<file path="config.mk">
export PLATFORM = sky130hd
export DESIGN_NAME = toggle_event_decoder
export DESIGN_NICKNAME = d
export VERILOG_FILES = /design/src/rtl/toggle_pkg.sv /design/src/rtl/toggle_sync.sv /design/src/rtl/toggle_event_decoder.sv
export SDC_FILE = /design/constraint.sdc
export NUM_CORES = 1
export LEC_CHECK = 0
export BUFFER_PORTS_ARGS = -buffer_cell sky130_fd_sc_hd__buf_2
export CAP_MARGIN = 20
export CORE_MARGIN = 2
export CORE_UTILIZATION = 25
export CTS_CLUSTER_DIAMETER = 60
export DETAILED_ROUTE_END_ITERATION = 12
export GPL_TIMING_DRIVEN = 0
export PLACE_DENSITY = 0.42
export SLEW_MARGIN = 0
export SYNTH_ARGS = -nofsm -noshare
export SYNTH_HDL_FRONTEND = slang
export SYNTH_SLANG_ARGS = --single-unit
</file>
<file path="constraint.sdc">
create_clock -name CLK -period 2 [get_ports CLK]
set_clock_uncertainty 0.2 [all_clocks]
set_input_delay 0.4 -clock CLK [delete_from_list [all_inputs] [get_ports CLK]]
set_output_delay 0.4 -clock CLK [all_outputs]
set_load 0.005 [all_outputs]
</file>
<file path="src/rtl/toggle_pkg.sv">
// toggle_pkg: shared FSM state encoding and default counter width for the toggle event decoder.
`default_nettype none

package toggle_pkg;

   localparam int CNT_W_DEFAULT = 4;

   typedef enum logic [1:0] {
      IDLE = 2'd0,
      BUSY = 2'd1,
      FULL = 2'd2
   } state_t;

endpackage

`default_nettype wire

</file>
<file path="src/rtl/toggle_sync.sv">
// toggle_sync: 1-bit, 2-stage synchronizer; reset preloads both stages with the input level.
`default_nettype none

module toggle_sync (
   input  logic clk,
   input  logic rst,
   input  logic i_d,
   output logic o_q
);

   logic r_s1;
   logic r_s2;

   always_ff @(posedge clk) begin
      if (rst) begin
         r_s1 <= i_d;
         r_s2 <= i_d;
      end else begin
         r_s1 <= i_d;
         r_s2 <= r_s1;
      end
   end

   assign o_q = r_s2;

endmodule

`default_nettype wire

</file>
<file path="src/rtl/toggle_event_decoder.sv">
// toggle_event_decoder: turns TGL level changes into pulses and a saturating pending-event queue.
// Optional input synchronizer enabled by macro TOGGLE_SYNC_EN.
`default_nettype none

module toggle_event_decoder
   import toggle_pkg::*;
#(
   parameter int CNT_W = CNT_W_DEFAULT
) (
   input  logic             CLK,
   input  logic             RST,
   input  logic             TGL,
   input  logic             EVT_READY,
   input  logic             OVF_CLR,
   output logic             PULSE,
   output logic             LEVEL,
   output logic             EVT_VALID,
   output logic [CNT_W-1:0] EVT_PENDING,
   output logic             OVF
);

   localparam logic [CNT_W-1:0] c_ONE = {{(CNT_W-1){1'b0}}, 1'b1};
   localparam logic [CNT_W-1:0] c_MAX = {CNT_W{1'b1}};

   logic             w_tgl_in;
   logic             r_tgl_s;
   logic             r_level;
   logic             r_pulse;
   logic             r_ovf;
   logic [CNT_W-1:0] r_pending;
   state_t           r_state;

   logic             w_event;
   logic             w_accept;
   logic             w_ovf_set;
   logic [CNT_W-1:0] w_pending_nxt;

`ifdef TOGGLE_SYNC_EN
   toggle_sync u_sync (
      .clk (CLK),
      .rst (RST),
      .i_d (TGL),
      .o_q (w_tgl_in)
   );
`else
   assign w_tgl_in = TGL;
`endif

   assign w_event  = (r_tgl_s != r_level);
   assign w_accept = (r_state != IDLE) && EVT_READY;

   // Event and accept in the same cycle cancel; a saturated count drops the event instead of wrapping.
   always_comb begin
      w_pending_nxt = r_pending;
      w_ovf_set     = 1'b0;
      if (w_event && !w_accept) begin
         if (r_state == FULL) begin
            w_ovf_set = 1'b1;
         end else begin
            w_pending_nxt = r_pending + c_ONE;
         end
      end else if (!w_event && w_accept) begin
         w_pending_nxt = r_pending - c_ONE;
      end
   end

   always_ff @(posedge CLK) begin
      if (RST) begin
         r_tgl_s   <= TGL;
         r_level   <= TGL;
         r_pulse   <= 1'b0;
         r_ovf     <= 1'b0;
         r_pending <= '0;
         r_state   <= IDLE;
      end else begin
         r_tgl_s   <= w_tgl_in;
         r_level   <= r_tgl_s;
         r_pulse   <= w_event;
         r_ovf     <= w_ovf_set | (r_ovf & ~OVF_CLR);
         r_pending <= w_pending_nxt;
         if (w_pending_nxt == '0) begin
            r_state <= IDLE;
         end else if (w_pending_nxt == c_MAX) begin
            r_state <= FULL;
         end else begin
            r_state <= BUSY;
         end
      end
   end

   assign PULSE       = r_pulse;
   assign LEVEL       = r_level;
   assign EVT_VALID   = (r_state != IDLE);
   assign EVT_PENDING = r_pending;
   assign OVF         = r_ovf;

endmodule

`default_nettype wire

</file>
## Word-level counts from Yosys, hierarchy flattened

Cells that the tools add are included.

| word-level totals | value |
|---|---|
| flip-flop bits (word level) | 10 |
| logic and storage cells | 29 |

| cells by class | value |
|---|---|
| add/subtract/negate cells | 2 |
| eq/ne operators | 3 |
| muxes and demuxes | 7 |
| bitwise operators | 3 |
| reduce and logical (&&, ||, !) cells | 8 |

Operators by type and width:

| cell | number |
|---|---|
| $mux W4 | 3 |
| $add A4 B1 Y4 const B | 1 |
| $eq A4 B4 Y1 const B | 1 |
| $logic_not A4 Y1 | 1 |
| $sub A4 B1 Y4 const B | 1 |
| $logic_and A1 B1 Y1 | 3 |
| $mux W1 | 3 |
| $eq A2 B2 Y1 const B | 1 |
| $logic_not A1 Y1 | 2 |
| $mux W2 | 1 |
| $reduce_bool A2 Y1 | 1 |
| $reduce_or A2 Y1 | 1 |
| $and A1 B1 Y1 | 1 |
| $ne A1 B1 Y1 | 1 |
| $not A1 Y1 | 1 |
| $or A1 B1 Y1 | 1 |

## Logic depth before layout (Yosys ltp)

| depth | value |
|---|---|
| word-level depth | 7 |
| mapped depth | 6 |
| depth with buffers taken out | 6 |

## Worst setup path before layout

No wires, ideal clock.

| timing path | value |
|---|---|
| kind | reg2reg |
| from | register r_state[0] |
| to | register r_state[0] |
| library setup time | 0.144 ns |
| arrival | 1.717 ns |
| required time | 1.656 ns |
| setup slack | -0.061 ns |
| stages on the path, launching flop included | 6 |
| buffers on the path | 0 |
| period minus slack after synthesis | 2.061 ns |
| path through | dfxtp_1 -> mux2_4 -> or4_1 -> and3b_1 -> nor4_2 -> a221oi_1 |

| on the way | value |
|---|---|
| word-level cells in the longest chain between the ends | 7 |
| elaborated cells on any way between the ends | 13 |

RTL lines:

| item | line | text |
|---|---|---|
| start: declaration | toggle_event_decoder.sv:31 | `state_t r_state;` |
| start signal: assignment | toggle_event_decoder.sv:74 | `r_state <= IDLE;` |
| start signal: assignment | toggle_event_decoder.sv:82 | `r_state <= IDLE;` |
| start signal: assignment | toggle_event_decoder.sv:84 | `r_state <= FULL;` |
| $reduce_bool A2 Y1 | toggle_event_decoder.sv:50 | `assign w_accept = (r_state != IDLE) && EVT_READY;` |
| $logic_and A1 B1 Y1 | toggle_event_decoder.sv:50 |  |
| $logic_and A1 B1 Y1 / $logic_not A1 Y1 (equally long branches) | toggle_event_decoder.sv:62, toggle_event_decoder.sv:56 |  |
| $mux W4 / $logic_and A1 B1 Y1 (equally long branches) | toggle_event_decoder.sv:62, toggle_event_decoder.sv:56 |  |
| $mux W4 (*) | toggle_event_decoder.sv:56 | `if (w_event && !w_accept) begin` |
| $eq A4 B4 Y1 / $logic_not A4 Y1 (equally long branches) | toggle_event_decoder.sv:83, toggle_event_decoder.sv:81 |  |
| $mux W2 / $reduce_or A2 Y1 (equally long branches) | n/a |  |

Every way passes the cells marked *; elsewhere a longest branch is shown, timed or not.
A chain may end at the register's enable or synchronous reset.

## Worst setup path in the final report

| timing path | value |
|---|---|
| from | register r_state[0] |
| to | register r_state[1] |

The elaborated chain is that of the path after synthesis.

==> results by group <==
Routing
  – DRT Wirelength: 1320 um
  – Drt pass-1 iters: 4
  – WL/cell: 11.8 um
  – Vias: 522
  – Drt drc: 0
  – Post-route ant nets: 0
  – Post-DR vias/cell: 4.66
  – DRT iter0 DRCs: 14

Logic synthesis
  – Sequential share of the synthesized area: 0.359
  – Async SR Flop Fraction: 0
  – Largest cells by area after synthesis: dfxtp_1 (36%), nor2_1 (5.4%), xor2_1 (4.7%), ha_1 (4.5%), mux2i_1 (3.6%)
  – Synth Area in XOR/XNOR: 0.0785
  – Syn Inst Count: 62
  – Main combinational cell family by area after synthesis: simple AND/OR/NAND/NOR gates
  – Syn avg cell area: 9.00 sq um
  – Yosys top cell area share: 0.359
  – EDFF count, synth: 0
  – Adder-cell area share of the yosys netlist: 0.0448
  – Syn_nets: 69
  – Compound-Gate Fraction of Synth Area: 0.173
  – Netlist cell types: 31
  – Synth warn: 0
  – Ys flop type: dfxtp_1
  – Most common cell in the synthesized netlist: dfxtp_1
  – Top post-synthesis cells by count: dfxtp_1 (10), nor2_1 (8)
  – Simple-Gate Fraction of Synth Area: 0.235
  – Flops & latches, synth: 10
  – Post-synthesis mux area share: 0.0830
  – Area leader, netlist: dfxtp_1
  – Mapped cell area: 558 sq um

Worst setup path
  – Critical path's slowest cell: or4_4
  – Critical Path End Type: register
  – Worst r2r dst: r_state[1]$_SDFF_PP0_
  – Cell chain of the critical path: mux2_4 -> or4_4 -> and3b_2 -> nor4_4 -> nor3b_2
  – R2R setup slack: 0.02 ns
  – Max incr delay on CP: 0.43 ns
  – Worst Setup SP: r_state[0]$_SDFF_PP0_
  – Register-to-Register Path Depth: 5
  – Maximum fanout along the worst path: 3
  – Worst setup endpoint: r_state[1]$_SDFF_PP0_
  – Startpoint Class: register
  – CP required: 1.99 ns
  – Critical path type: reg -> reg
  – Crit path DAT: 1.96 ns
  – RR Startpoint: r_state[0]$_SDFF_PP0_

Floorplan
  – Die Height: 51.2 um
  – Die area: 2630 sq um
  – Die X-Extent: 51.2 um
  – Row count: 17
  – I/O pins: 13
  – Initial Util: 0.257
  – Core Box Area: 2170 sq um

Layout
  – Non-filler cells, final: 112
  – Ant diodes: 0
  – Proportion of layout cells with a drive suffix above 1: 0.476
  – FILL cells: 245
  – Area growth from synthesis to layout: 46.0%
  – Total Nets Final: 92
  – Reg area: 219 sq um
  – Multi-input gate area: 402 sq um

Placement
  – Routability cong.: 0.737
  – PortBufs: 11
  – Dpl hpwl: 947 um
  – Dpl cells: 101
  – Pre-CTS setup slack: -0.257 ns

GRT
  – Vias in the first global route: 502
  – Total grt overflow: 0
  – Global-route usage over all layers: 0.111
  – Antenna violations before repair: 0
  – Pin count of the biggest net entering global routing: 10
  – Global-route wire length before repair: 2150 um

STA
  – Max_slew headroom: 0.722
  – Final Critical Period: 1.98 ns
  – Final period utilization: 0.989
  – FMAX: 506 MHz
  – Total negative slack: 0 ns
  – Slew Limit Fails: 0
  – Hold violation count in the final report: 0
  – Final Setup Violations: 0
  – Worst Tran Pin Value: 0.417 ns
  – Fin worst setup slack: 0.0218 ns
  – RSZ-0062 raised after global routing: true

Pwr
  – Worst vdd ir: 0.559 mV
  – Power per cell area: 1060 nW/um^2
  – Leakage: 0.000329 uW

Job
  – Max Cap Violations: 0

Status
  – Status: finished clean

Clocking
  – CTS sink cnt: 10
  – Max clock buf depth: 2
  – Htree depth: 1
  – TritonCTS buffer count: 3
  – Hold-fix buffers at CTS: 0
  – CTS tree: done
  – Root Driver: clkbuf_4
  – Worst-skew pair later-pin latency: 0.26 ns
  – Clock transition at the registers of the reported paths: 0.07 ns

Worst hold path
  – Hold crit path type: in -> reg
## cells by family after synthesis
logic type | count (synthesis)
AOI/OAI and AO/OA | 14
xor gates and xnor gates | 5
adders and majority gates | 2
buffers and inverters | 4
DFF | 10
muxes | 4
and+or+nand+nor | 23
## layout make-up
type	count	share of cell area
repair buffers	18	0.132
clock buffers	4	0.0445
inverters	3	0.0138
plain buffers	1	0.00461
well taps	28	0.0430
multi-input cells	48	0.493
flip-flops and latches	10	0.269
## critical path, delay by kind of cell, from the launching register on
family / cells / cell delay (ns)
mux: 1 / 0.31
flops: 1 / 0.35
simple gates: 4 / 1.05
## worst min path at each step
stage / depth (start not counted) / startpoint / end
5_1_grt: 1 / TGL / r_tgl_s$_DFF_P_
2_1_floorplan: 0 / TGL / r_tgl_s$_DFF_P_
3_5_place_dp: 2 / OVF$_SDFF_PP0_ / OVF$_SDFF_PP0_
3_3_place_gp: 2 / OVF$_SDFF_PP0_ / OVF$_SDFF_PP0_
4_1_cts: 1 / TGL / r_tgl_s$_DFF_P_
6_report: 1 / TGL / r_tgl_s$_DFF_P_
## registers in the layout, summed over array words and instances, names as in the netlist
name,flops
PULSE,1
r_state,2
r_tgl_s,1
OVF,1
EVT_PENDING,4
LEVEL,1
## through the flow
step                      utilization  cell area, sq um  total power (uW)  hold slack (ns)
after floorplan                     -               559               503            0.228
after global placement          0.299               649               592            0.260
after detailed placement        0.299               649               588            0.263
after CTS                       0.364               791               847           0.0345
after global routing            0.375               815               941           0.0288
final                           0.375               815               865           0.0446
## report_power, final
group	total, uW	internal (uW)	leakage (uW)	switching (uW)
registers	298	246	0.0000856	52.0
logic	388	204	0.000222	184
clock network	180	111	0.0000210	69.3
## layout by cell type, fill, tap and decap left out, types with 2 or more instances in the layout
cell type	instances
buf_2	11
o21ai_0	2
nor2_1	8
and2_1	2
a21oi_1	3
ha_1	2
dfxtp_2	3
clkbuf_4	3
buf_4	7
nand3_1	2
dfxtp_1	3
inv_1	3
xor2_1	2
nor3_1	3
dfxtp_4	4
## layer usage
metal / up-vias / share of wire / global-route usage
li1: 270 / - / -
met1: 234 / 0.46 / 0.131
met2: 18 / 0.47 / 0.182
met3: 0 / 0.072 / 0.0526
met4: 0 / 0 / 0.0263
met5: - / 0 / 0
## timing repair
action / in CTS / in global routing
setup buffers: 7 / 0
resized for setup: 11 / 9
endpoints found under the setup margin: 2 / 2
pin swaps: 4 / 2
Note: power is estimated with default switching activity, not from simulation.
